<file path="config.mk">
export PLATFORM = sky130hd
export DESIGN_NAME = batt_mon_flat
export DESIGN_NICKNAME = d
export VERILOG_FILES = /design/src/rtl/batt_mon_pkg.sv /design/src/rtl/batt_mon_if.sv /design/src/rtl/batt_avg.sv /design/src/rtl/batt_mon.sv /design/src/flat_wrapper.sv
export SDC_FILE = /design/constraint.sdc
export NUM_CORES = 1
export LEC_CHECK = 0
export CAP_MARGIN = 20
export CORE_UTILIZATION = 54
export CTS_CLUSTER_SIZE = 20
export DETAILED_ROUTE_END_ITERATION = 8
export DONT_BUFFER_PORTS = 1
export PLACE_DENSITY = 0.7
export SLEW_MARGIN = 25
export SYNTH_ARGS = -nofsm -noshare
export SYNTH_HDL_FRONTEND = slang
export SYNTH_SLANG_ARGS = --single-unit
</file>
<file path="constraint.sdc">
create_clock -name clk -period 3.8 [get_ports clk]
set_input_delay 0.38 -clock clk [delete_from_list [all_inputs] [get_ports clk]]
set_output_delay 0.38 -clock clk [all_outputs]
set_load 0.03 [all_outputs]
</file>
<file path="src/rtl/batt_mon_pkg.sv">
// batt_mon_pkg
//   Shared types and default constants for the battery-voltage monitor.
//   bm_state_t      : low-battery FSM states (NORMAL, LOW)
//   BM_AVG_LOG2     : default log2 of samples per average
//   BM_LOW_THRESH   : default "battery low" threshold on the average
//   BM_HYST         : default hysteresis added to form the recovery threshold
//   BM_CONFIRM      : default number of consecutive qualifying averages
package batt_mon_pkg;

    typedef enum logic {
        NORMAL = 1'b0,
        LOW    = 1'b1
    } bm_state_t;

    localparam int          BM_AVG_LOG2   = 3;
    localparam logic [11:0] BM_LOW_THRESH = 12'h900;
    localparam logic [11:0] BM_HYST       = 12'h040;
    localparam int          BM_CONFIRM    = 3;

endpackage

</file>
<file path="src/rtl/batt_mon_if.sv">
// batt_mon_if
//   Groups the sample stream and the monitor results into one bundle.
//   batt      : 12-bit battery A2D sample
//   batt_vld  : batt is valid this cycle
//   batt_low  : registered level, 1 = battery low
//   avg       : most recent completed average
//   avg_vld   : one-cycle pulse when avg updates
//   master    : sample source / result consumer
//   slave     : the monitor itself
interface batt_mon_if;
    import batt_mon_pkg::*;

    logic [11:0] batt;
    logic        batt_vld;
    logic        batt_low;
    logic [11:0] avg;
    logic        avg_vld;

    modport master (
        output batt, batt_vld,
        input  batt_low, avg, avg_vld
    );

    modport slave (
        input  batt, batt_vld,
        output batt_low, avg, avg_vld
    );

endinterface

</file>
<file path="src/rtl/batt_avg.sv">
// batt_avg
//   Averages 2**AVG_LOG2 valid samples and publishes the truncated mean.
//   clk, rst_n : clock, asynchronous active-low reset
//   batt       : 12-bit unsigned sample
//   batt_vld   : sample valid, gaps allowed
//   avg        : most recent completed average (registered)
//   avg_vld    : one-cycle pulse when avg updates
module batt_avg
    import batt_mon_pkg::*;
#(
    parameter int AVG_LOG2 = BM_AVG_LOG2
) (
    input  logic        clk,
    input  logic        rst_n,
    input  logic [11:0] batt,
    input  logic        batt_vld,
    output logic [11:0] avg,
    output logic        avg_vld
);

    localparam int ACC_W = 12 + AVG_LOG2;

    logic [ACC_W-1:0]    acc;
    logic [ACC_W-1:0]    sum;
    logic [AVG_LOG2-1:0] cnt;

    // Including the current sample in the sum lets the completing sample
    // land in the average on the same edge; 12+AVG_LOG2 bits hold a full
    // window of 12'hFFF without overflow.
    assign sum = acc + {{AVG_LOG2{1'b0}}, batt};

    // Accumulate valid samples; on the window's last sample publish the
    // mean and restart from zero so the next cycle begins a fresh window.
    always_ff @(posedge clk or negedge rst_n) begin
        if (!rst_n) begin
            acc     <= '0;
            cnt     <= '0;
            avg     <= '0;
            avg_vld <= 1'b0;
        end else begin
            avg_vld <= 1'b0;
            if (batt_vld) begin
                if (&cnt) begin
                    avg     <= sum[ACC_W-1:AVG_LOG2];
                    avg_vld <= 1'b1;
                    acc     <= '0;
                    cnt     <= '0;
                end else begin
                    acc <= sum;
                    cnt <= cnt + 1'b1;
                end
            end
        end
    end

endmodule

</file>
<file path="src/rtl/batt_mon.sv">
// batt_mon
//   Battery-voltage monitor: windowed average, threshold with hysteresis
//   and multi-average confirmation, driving the low-battery level.
//   clk, rst_n : clock, asynchronous active-low reset
//   bus        : batt_mon_if.slave (batt, batt_vld in; batt_low, avg,
//                avg_vld out)
module batt_mon
    import batt_mon_pkg::*;
#(
    parameter int          AVG_LOG2   = BM_AVG_LOG2,
    parameter logic [11:0] LOW_THRESH = BM_LOW_THRESH,
    parameter logic [11:0] HYST       = BM_HYST,
    parameter int          CONFIRM    = BM_CONFIRM
) (
    input  logic       clk,
    input  logic       rst_n,
    batt_mon_if.slave  bus
);

    // Recovery threshold is formed in 13 bits so a large HYST saturates
    // at full scale instead of wrapping to a tiny value.
    localparam logic [12:0] REC_SUM    = {1'b0, LOW_THRESH} + {1'b0, HYST};
    localparam logic [11:0] REC_THRESH = REC_SUM[12] ? 12'hFFF : REC_SUM[11:0];
    localparam logic [2:0]  CONFIRM_N  = 3'(CONFIRM);

    logic [11:0] avg;
    logic        avg_vld;
    bm_state_t   state;
    logic [2:0]  conf_cnt;
    logic [2:0]  conf_next;
    logic        batt_low_q;
    logic        below_thresh;
    logic        recovered;

    batt_avg #(
        .AVG_LOG2 (AVG_LOG2)
    ) u_avg (
        .clk      (clk),
        .rst_n    (rst_n),
        .batt     (bus.batt),
        .batt_vld (bus.batt_vld),
        .avg      (avg),
        .avg_vld  (avg_vld)
    );

    assign below_thresh = (avg < LOW_THRESH);
    assign recovered    = (avg >= REC_THRESH);
    assign conf_next    = conf_cnt + 3'd1;

    // The FSM only moves on avg_vld, so batt_low is stable between
    // averages. A non-qualifying average (including one inside the
    // hysteresis band while LOW) resets the confirmation run.
    always_ff @(posedge clk or negedge rst_n) begin
        if (!rst_n) begin
            state      <= NORMAL;
            conf_cnt   <= 3'd0;
            batt_low_q <= 1'b0;
        end else if (avg_vld) begin
            case (state)
                NORMAL: begin
                    if (below_thresh) begin
                        if (conf_next == CONFIRM_N) begin
                            state      <= LOW;
                            batt_low_q <= 1'b1;
                            conf_cnt   <= 3'd0;
                        end else begin
                            conf_cnt <= conf_next;
                        end
                    end else begin
                        conf_cnt <= 3'd0;
                    end
                end
                LOW: begin
                    if (recovered) begin
                        if (conf_next == CONFIRM_N) begin
                            state      <= NORMAL;
                            batt_low_q <= 1'b0;
                            conf_cnt   <= 3'd0;
                        end else begin
                            conf_cnt <= conf_next;
                        end
                    end else begin
                        conf_cnt <= 3'd0;
                    end
                end
                default: begin
                    state      <= NORMAL;
                    batt_low_q <= 1'b0;
                    conf_cnt   <= 3'd0;
                end
            endcase
        end
    end

    assign bus.avg      = avg;
    assign bus.avg_vld  = avg_vld;
    assign bus.batt_low = batt_low_q;

endmodule
</file>
<file path="src/flat_wrapper.sv">
// flat-port wrapper written by rule: the top's interface ports become plain ports
module batt_mon_flat import batt_mon_pkg::*;
#(
    parameter int          AVG_LOG2   = BM_AVG_LOG2,
    parameter logic [11:0] LOW_THRESH = BM_LOW_THRESH,
    parameter logic [11:0] HYST       = BM_HYST,
    parameter int          CONFIRM    = BM_CONFIRM
)
  (clk, rst_n, bus_batt, bus_batt_vld, bus_batt_low, bus_avg, bus_avg_vld);
  batt_mon_if bus_i ();
  input  logic clk;
  input  logic rst_n;
  input wire logic [$bits(bus_i.batt)-1:0] bus_batt;
  input wire logic [$bits(bus_i.batt_vld)-1:0] bus_batt_vld;
  output wire logic [$bits(bus_i.batt_low)-1:0] bus_batt_low;
  output wire logic [$bits(bus_i.avg)-1:0] bus_avg;
  output wire logic [$bits(bus_i.avg_vld)-1:0] bus_avg_vld;
  assign bus_i.batt = bus_batt;
  assign bus_i.batt_vld = bus_batt_vld;
  assign bus_batt_low = bus_i.batt_low;
  assign bus_avg = bus_i.avg;
  assign bus_avg_vld = bus_i.avg_vld;
  batt_mon #(.AVG_LOG2(AVG_LOG2), .LOW_THRESH(LOW_THRESH), .HYST(HYST), .CONFIRM(CONFIRM)) u_core (.clk(clk), .rst_n(rst_n), .bus(bus_i));
endmodule
</file>
==> impl_metrics.py, run 1 <==
metrics = {
    "timing": {
        "rsz0062_at_grt": "false",
        "final.setup.tns_ps": 0,
        "max_clock_freq_mhz": 403,
        "period_needed_ps": 2480,
        "final.period_utilization_pct": 65.4,
        "slew_viol_final": 0,
        "final_critical_path_setup_slack_ps": 1320,
        "final.setup_skew_ps": 4.09,
        "hold_viol": 0,
        "worstMarginPinSlew_ps": 914,
        "timing.hold.ws_ps": 196,
        "max_slew_margin_pct": 38.9,
        "finalSetupViolCount": 0,
    },
    "detailed_routing": {
        "topRoutingLayerUsed": "met4",
        "drt-wirelength-per-cell_um": 15.1,
        "dr.first_iter.drc_count": 62,
        "drt_pass1_iterations": 4,
        "met1_length_um": 1710,
        "final_antenna_net_count": 0,
        "wl_um": 3970,
        "detailroute.via_count": 1545,
        "detailroute.wirelength.met3_um": 173,
        "detailroute.wirelength.met2_um": 2020,
        "drcViolationCount": 0,
        "vias_per_cell": 5.87,
    },
    "logic_synthesis": {
        "synth_compound_area_share_pct": 21.4,
        "synthesis.area_um2": 2060,
        "synth_nets": 243,
        "postSynth.asyncResetShare_pct": 100,
        "ys_types": 46,
        "synth.area.mux_share_pct": 1.52,
        "dominantRegCellSynth": "sky130_fd_sc_hd__dfrtp_1",
        "number_of_instances_in_the_synthesized_netlist": 211,
        "synth-simple-area-share_pct": 13.4,
        "synth-xor-area-share_pct": 5.09,
        "largest_family_of_logic_cells_by_synthesized_area": "compound AO/OA/AOI/OAI gates",
        "synth-edff-count": 0,
        "synth_sequential_area_ratio_pct": 43.7,
        "synth_fa_ha_area_share_pct": 10.7,
        "syn-mean-instance-area_um2": 9.78,
        "ys.warnings.count": 0,
        "ys_seq_elements": 36,
    },
    "placement": {
        "place.gp.congestion": 0.882,
        "io_buffers": 0,
        "hpwlAfterDp_um": 2870,
        "placed_area_um2": 2100,
        "dp_worst_setup_slack_ps": 1330,
    },
    "critical_path": {
        "timing.critical_path.mode_cell": "sky130_fd_sc_hd__o21ai_0",
        "timing.critical_path.slowest_cell_delay_ps": 500,
        "critical_path.startpoint_type": "flop",
        "cp.arrival_ps": 2610,
        "crit_path_end_kind": "flop",
        "cp_cell_sequence": "ha_1 -> fa_1 -> a21oi_1 -> o21ai_0 -> a2111oi_0 -> nor3_1 -> xnor2_1 -> o21ai_0",
        "timing.critical_path.fanout_max": 3,
        "worst_path_cell_with_the_longest_stage_delay": "sky130_fd_sc_hd__a2111oi_0",
        "setup.reg_to_reg.worst_slack_ps": 1320,
        "critical_path_class": "reg2reg",
        "worst-endpoint-required_ps": 3930,
    },
    "cts": {
        "numCtsBuffers": 5,
        "cts_repair_resize_count": 0,
        "postCtsHoldBufs": 2,
        "ctsHtreeMaxLevel": 2,
        "cts_tree": "built",
        "worst_setup_hold_path_clk_slew_ps": 70,
        "maximum_buffer_depth_of_the_clock_tree": 2,
        "clock_sink_count": 36,
        "postCtsSetupRepairBufs": 0,
        "cts-root-buf": "sky130_fd_sc_hd__clkbuf_8",
        "insertion_delay_ps": 280,
    },
    "layout": {
        "areaGrowthSynthToFinish_pct": 9.34,
        "antenna_cells": 0,
        "finish.net_count": 246,
        "drive_above_1_share_pct": 9.30,
        "post-route-cell-area_um2": 2260,
        "nFillCells": 310,
    },
    "floorplan": {
        "core_region_area_um2": 3660,
        "die_h_um": 63.8,
        "core.rowCount": 22,
        "i_o_pins": 29,
        "die_w_um": 63.8,
        "floorplan.die_area_um2": 4070,
        "start_util_pct": 56.4,
    },
    "global_route": {
        "grt_pass1_vias": 1599,
        "grt_pass1_wl_um": 6980,
        "grt_antenna_before_repair": 0,
        "grt_usage_pct": 22.4,
        "grt_overflow_total": 0,
        "maximum_number_of_pins_on_one_net_before_global_route_repair": 37,
    },
    "min_path": {
        "min-delay-path-class": "in2reg",
    },
    "status": {
        "status": "completed",
    },
    "run": {
        "max_cap_violations": 0,
    },
    "power_and_ir_drop": {
        "pwr_density_cell_nw_per_um2": 905,
        "static-leakage-power_uw": 0.00104,
        "vdd.ir_drop.worst_mv": 0.442,
    },
}
## cells in the mapped netlist, types with 2 or more instances
| cell | instances | area [um2] |
|---|---|---|
| sky130_fd_sc_hd__nand2_1 | 21 | 78.8 |
| sky130_fd_sc_hd__nor3_1 | 3 | 15.0 |
| sky130_fd_sc_hd__o211ai_1 | 2 | 15.0 |
| sky130_fd_sc_hd__nor2_1 | 7 | 26.3 |
| sky130_fd_sc_hd__a31oi_1 | 3 | 18.8 |
| sky130_fd_sc_hd__xor2_1 | 3 | 26.3 |
| sky130_fd_sc_hd__nand2b_1 | 4 | 25.0 |
| sky130_fd_sc_hd__inv_1 | 17 | 63.8 |
| sky130_fd_sc_hd__o22ai_1 | 10 | 62.6 |
| sky130_fd_sc_hd__nand3b_1 | 3 | 22.5 |
| sky130_fd_sc_hd__or3_1 | 3 | 18.8 |
| sky130_fd_sc_hd__xnor2_1 | 9 | 78.8 |
| sky130_fd_sc_hd__ha_1 | 16 | 200 |
| sky130_fd_sc_hd__nand4_1 | 3 | 18.8 |
| sky130_fd_sc_hd__mux2i_1 | 2 | 20.0 |
| sky130_fd_sc_hd__o31ai_1 | 3 | 22.5 |
| sky130_fd_sc_hd__a21o_1 | 5 | 37.5 |
| sky130_fd_sc_hd__clkbuf_1 | 5 | 18.8 |
| sky130_fd_sc_hd__a21oi_1 | 11 | 55.1 |
| sky130_fd_sc_hd__o21ai_0 | 20 | 100 |
| sky130_fd_sc_hd__dfrtp_1 | 36 | 901 |
## cells by family after synthesis
kind of cell / after synthesis
AND/OR/NAND/NOR: 53
adder cells (fa/ha/maj): 17
AO/OA/AOI/OAI: 67
flip-flops: 36
XOR/XNOR: 12
buffers and inverters: 23
multiplexers: 3
## final cells by class
class | instances | area, um2 | share of cell area [%]
repair buffers | 2 | 30.0 | 1.33
multi-input cells | 152 | 1070 | 47.6
well taps | 48 | 60.1 | 2.66
clock inverters | 1 | 30.0 | 1.33
flip-flops and latches | 36 | 901 | 39.9
inverters | 17 | 63.8 | 2.83
clock buffers | 7 | 96.3 | 4.27
## per-layer routing
| layer | global-route usage, % | vias up |
|---|---|---|
| met5 | 0 | - |
| met4 | 9.66 | 0 |
| met3 | 4.82 | 8 |
| met2 | 39.1 | 31 |
| met1 | 26.3 | 741 |
| li1 | - | 765 |
## per-stage QoR
step	total power (uW)	util (%)	std cells
after global placement	1620	57.3	253
after detailed placement	1680	57.3	253
after floorplan	1510	-	211
after global routing	2220	61.6	263
final	2040	61.6	263
after CTS	2060	61.6	263
## layout by cell type, fill, tap and decap left out, drive strengths merged, types with 6 or more instances in the layout
cell / synthesis / layout
o22ai: 10 / 10
a21oi: 11 / 11
xnor2: 9 / 9
nor2: 7 / 7
o21ai: 22 / 22
clkbuf: 5 / 7
inv: 17 / 17
a21o: 6 / 6
dfrtp: 36 / 36
ha: 16 / 16
nand2: 21 / 21
## registers in the layout, summed over array words and instances (netlist names)
signal	cells
u_core.bus.batt_low	1
u_core.state	1
u_core.conf_cnt	3
u_core.u_avg.avg_vld	1
u_core.u_avg.avg	12
u_core.u_avg.cnt	3
u_core.u_avg.acc	15
## worst max-delay path: cells and delay by family, from the launching register on
kind / cells / cell delay, ps
fa+ha+maj: 2 / 630
flops: 1 / 390
compound gates: 4 / 1010
simple gates: 1 / 120
xor+xnor: 1 / 180
## final timing paths
check                                          from                  end  depth (start not counted)
worst max register to register  u_core.u_avg.acc[0]  u_core.u_avg.avg[5]                          8
max in group asynchronous                     rst_n  u_core.u_avg.acc[5]                          2
worst min register to register  u_core.u_avg.cnt[0]  u_core.u_avg.cnt[0]                          1
worst max-delay path            u_core.u_avg.acc[0]  u_core.u_avg.avg[5]                          8
min in group asynchronous                     rst_n   u_core.conf_cnt[0]                          2
worst min-delay path                   bus_batt_vld  u_core.u_avg.cnt[0]                          1
## power by group
part / internal (uW) / switching (uW) / total [uW]
clock: 231 / 127 / 358
combinational: 389 / 480 / 869
sequential: 550 / 264 / 814
No activity file was read; power rests on OpenSTA's default activity.
==> run 2, diff against run 1 <==
==> constraint.sdc (replaced) <==
create_clock -name clk -period 2.4 [get_ports clk]
set_input_delay 0.24 -clock clk [delete_from_list [all_inputs] [get_ports clk]]
set_output_delay 0.24 -clock clk [all_outputs]
set_load 0.03 [all_outputs]
==> run 2 against run 1 <==
  * Core utilization shrank 0.24 points
  * Design area shrank 0.39%
  * Non-clock buffer count grew 2
  * Cell count grew 0.76%
  * Maximum frequency grew 10%
  * Wire length grew 0.28%
  * Clock-buffer cell count grew 1
  * Critical path depth is the same
  * Sequential power grew 58%
  * Global-route usage shrank 0.19 points
  * Combinational power grew 62%
  * Die area is the same
  * Critical path type unchanged
==> impl_metrics.py, run 2 (synthesized netlist as in run 1, its figures left out) <==
metrics = {
    "power_and_ir_drop": {
        "static-leakage-power_uw": 0.00103,
        "vdd.ir_drop.worst_mv": 0.678,
        "pwr_density_cell_nw_per_um2": 1390,
    },
    "detailed_routing": {
        "detailroute.via_count": 1542,
        "drt-wirelength-per-cell_um": 15.0,
        "final_antenna_net_count": 0,
        "wl_um": 3980,
        "drcViolationCount": 0,
        "vias_per_cell": 5.82,
        "dr.first_iter.drc_count": 76,
        "drt_pass1_iterations": 4,
    },
    "timing": {
        "finalSetupViolCount": 0,
        "final.period_utilization_pct": 93.8,
        "final.setup.tns_ps": 0,
        "final_critical_path_setup_slack_ps": 148,
        "period_needed_ps": 2250,
        "worstMarginPinSlew_ps": 497,
        "max_slew_margin_pct": 66.8,
        "final.setup_skew_ps": 4.19,
        "max_clock_freq_mhz": 444,
        "slew_viol_final": 0,
        "hold_viol": 0,
    },
    "floorplan": {
        "floorplan.die_area_um2": 4070,
        "i_o_pins": 29,
        "start_util_pct": 56.4,
        "die_w_um": 63.8,
        "core_region_area_um2": 3660,
        "die_h_um": 63.8,
        "core.rowCount": 22,
    },
    "cts": {
        "cts_tree": "built",
        "maximum_buffer_depth_of_the_clock_tree": 2,
        "insertion_delay_ps": 290,
        "worst_setup_hold_path_clk_slew_ps": 70,
        "cts-root-buf": "sky130_fd_sc_hd__clkbuf_8",
        "numCtsBuffers": 5,
        "ctsHtreeMaxLevel": 2,
        "clock_sink_count": 36,
    },
    "critical_path": {
        "crit_path_end_kind": "flop",
        "worst_path_cell_with_the_longest_stage_delay": "sky130_fd_sc_hd__a2111oi_2",
        "worst_r2r_startpoint": "u_core.u_avg.acc[0]",
        "r2r_path_end": "u_core.u_avg.acc[8]",
        "timing.critical_path.slowest_cell_delay_ps": 390,
        "setup.reg_to_reg.worst_slack_ps": 150,
        "r2r.worst_path.cells": 8,
        "worstSetupEndpoint": "u_core.u_avg.acc[8]",
        "critical_path_class": "reg2reg",
        "critical_path.startpoint": "u_core.u_avg.acc[0]",
        "cp.arrival_ps": 2410,
        "timing.critical_path.fanout_max": 3,
        "critical_path.startpoint_type": "flop",
        "worst-endpoint-required_ps": 2560,
        "cp_cell_sequence": "ha_1 -> fa_2 -> a21oi_2 -> o21ai_1 -> a2111oi_2 -> nor3_1 -> xnor2_1 -> o22ai_1",
    },
    "placement": {
        "dp_worst_setup_slack_ps": -15.2,
        "io_buffers": 0,
        "hpwlAfterDp_um": 2830,
        "place.gp.congestion": 0.904,
        "placed_area_um2": 2110,
        "post-place-cells": 255,
    },
    "layout": {
        "areaGrowthSynthToFinish_pct": 8.91,
        "stdcell_count": 265,
        "finish.net_count": 248,
        "regMostFlops": "u_core.u_avg.acc",
        "multiInputGateArea_um2": 1090,
        "reg_top3": "u_core.u_avg.acc: 15 flops, u_core.u_avg.avg: 12 flops",
        "leading_cell_type_in_the_layout_fill_and_taps_excluded": "sky130_fd_sc_hd__dfrtp_1",
        "drive_above_1_share_pct": 10.6,
        "nFillCells": 309,
        "final-seq-area_um2": 901,
        "flip_flop_count_of_the_largest_register_after_layout": 15,
        "antenna_cells": 0,
        "final_util_pct": 61.4,
        "layout.cells.most_common_list": "sky130_fd_sc_hd__dfrtp_1 (36), sky130_fd_sc_hd__nand2_1 (21), sky130_fd_sc_hd__o21ai_0 (19)",
        "post-route-cell-area_um2": 2250,
    },
    "global_route": {
        "maximum_number_of_pins_on_one_net_before_global_route_repair": 37,
        "grt_pass1_vias": 1566,
        "grt_usage_pct": 22.2,
        "grt_overflow_total": 0,
        "grt_antenna_before_repair": 0,
        "grt_pass1_wl_um": 6890,
    },
    "min_path": {
        "holdPathStages": 1,
        "hold_path_startpoint": "bus_batt_vld",
        "min-delay-path-class": "in2reg",
    },
    "run": {
        "max_cap_violations": 0,
    },
    "status": {
        "status": "completed",
    },
}
==> run 2: cell types whose count changed in the layout (fill, tap and decap cells not counted), sizes merged <==
cell,delta
bufinv,-1
buf,+2
clkbuf,+1
==> run 2: final cells by class <==
type | instances | share of cell area, %
repair buffers | 4 | 2.00
clock buffers | 8 | 4.01
multi-input cells | 152 | 48.4
inverters | 17 | 2.84
well taps | 48 | 2.67
flip-flops and latches | 36 | 40.1
==> run 2: timing repair <==
item	CTS	global route
endpoints found under the hold margin	36	0
endpoints found under the setup margin	2	6
hold buffers	2	0
resized for setup	1	4
pin swaps	1	2
buffers inserted	0	0
==> run 2: where the power goes <==
part	switching, uW	internal (uW)	total [uW]
Clock	200	234	433
Combinational	772	634	1410
Sequential	417	870	1290
Total	1390	1740	3130
==> run 2: stage by stage <==
| step | hold slack [ps] | total power [uW] |
|---|---|---|
| floorplan | -55.6 | 2390 |
| global placement | -54.7 | 2580 |
| detailed placement | -54.8 | 2650 |
| CTS | 29.3 | 3120 |
| global route | 37.1 | 3410 |
| finish | 41.8 | 3130 |
==> run 2: per-layer routing <==
metal | part of all wire (%) | track usage [%]
met1 | 43 | 25.4
met2 | 51 | 39.5
met3 | 4.9 | 6.61
met4 | 0.88 | 6.82
met5 | 0 | 0
==> run 2: how the worst min path moves through the flow <==
stage                     slack (ps)                   to
final                             40  u_core.u_avg.cnt[0]
after global routing              40  u_core.u_avg.cnt[0]
after CTS                         30  u_core.u_avg.cnt[0]
after detailed placement         -50   u_core.conf_cnt[1]
after global placement           -50   u_core.conf_cnt[0]
after floorplan                  -60  u_core.bus.batt_low
==> run 2: worst max-delay path: cells and delay by family, from the launching register on <==
family	cells	cell delay, ps
simple gates	1	110
fa+ha+maj	2	580
xor+xnor	1	230
compound gates	4	830
flops	1	380
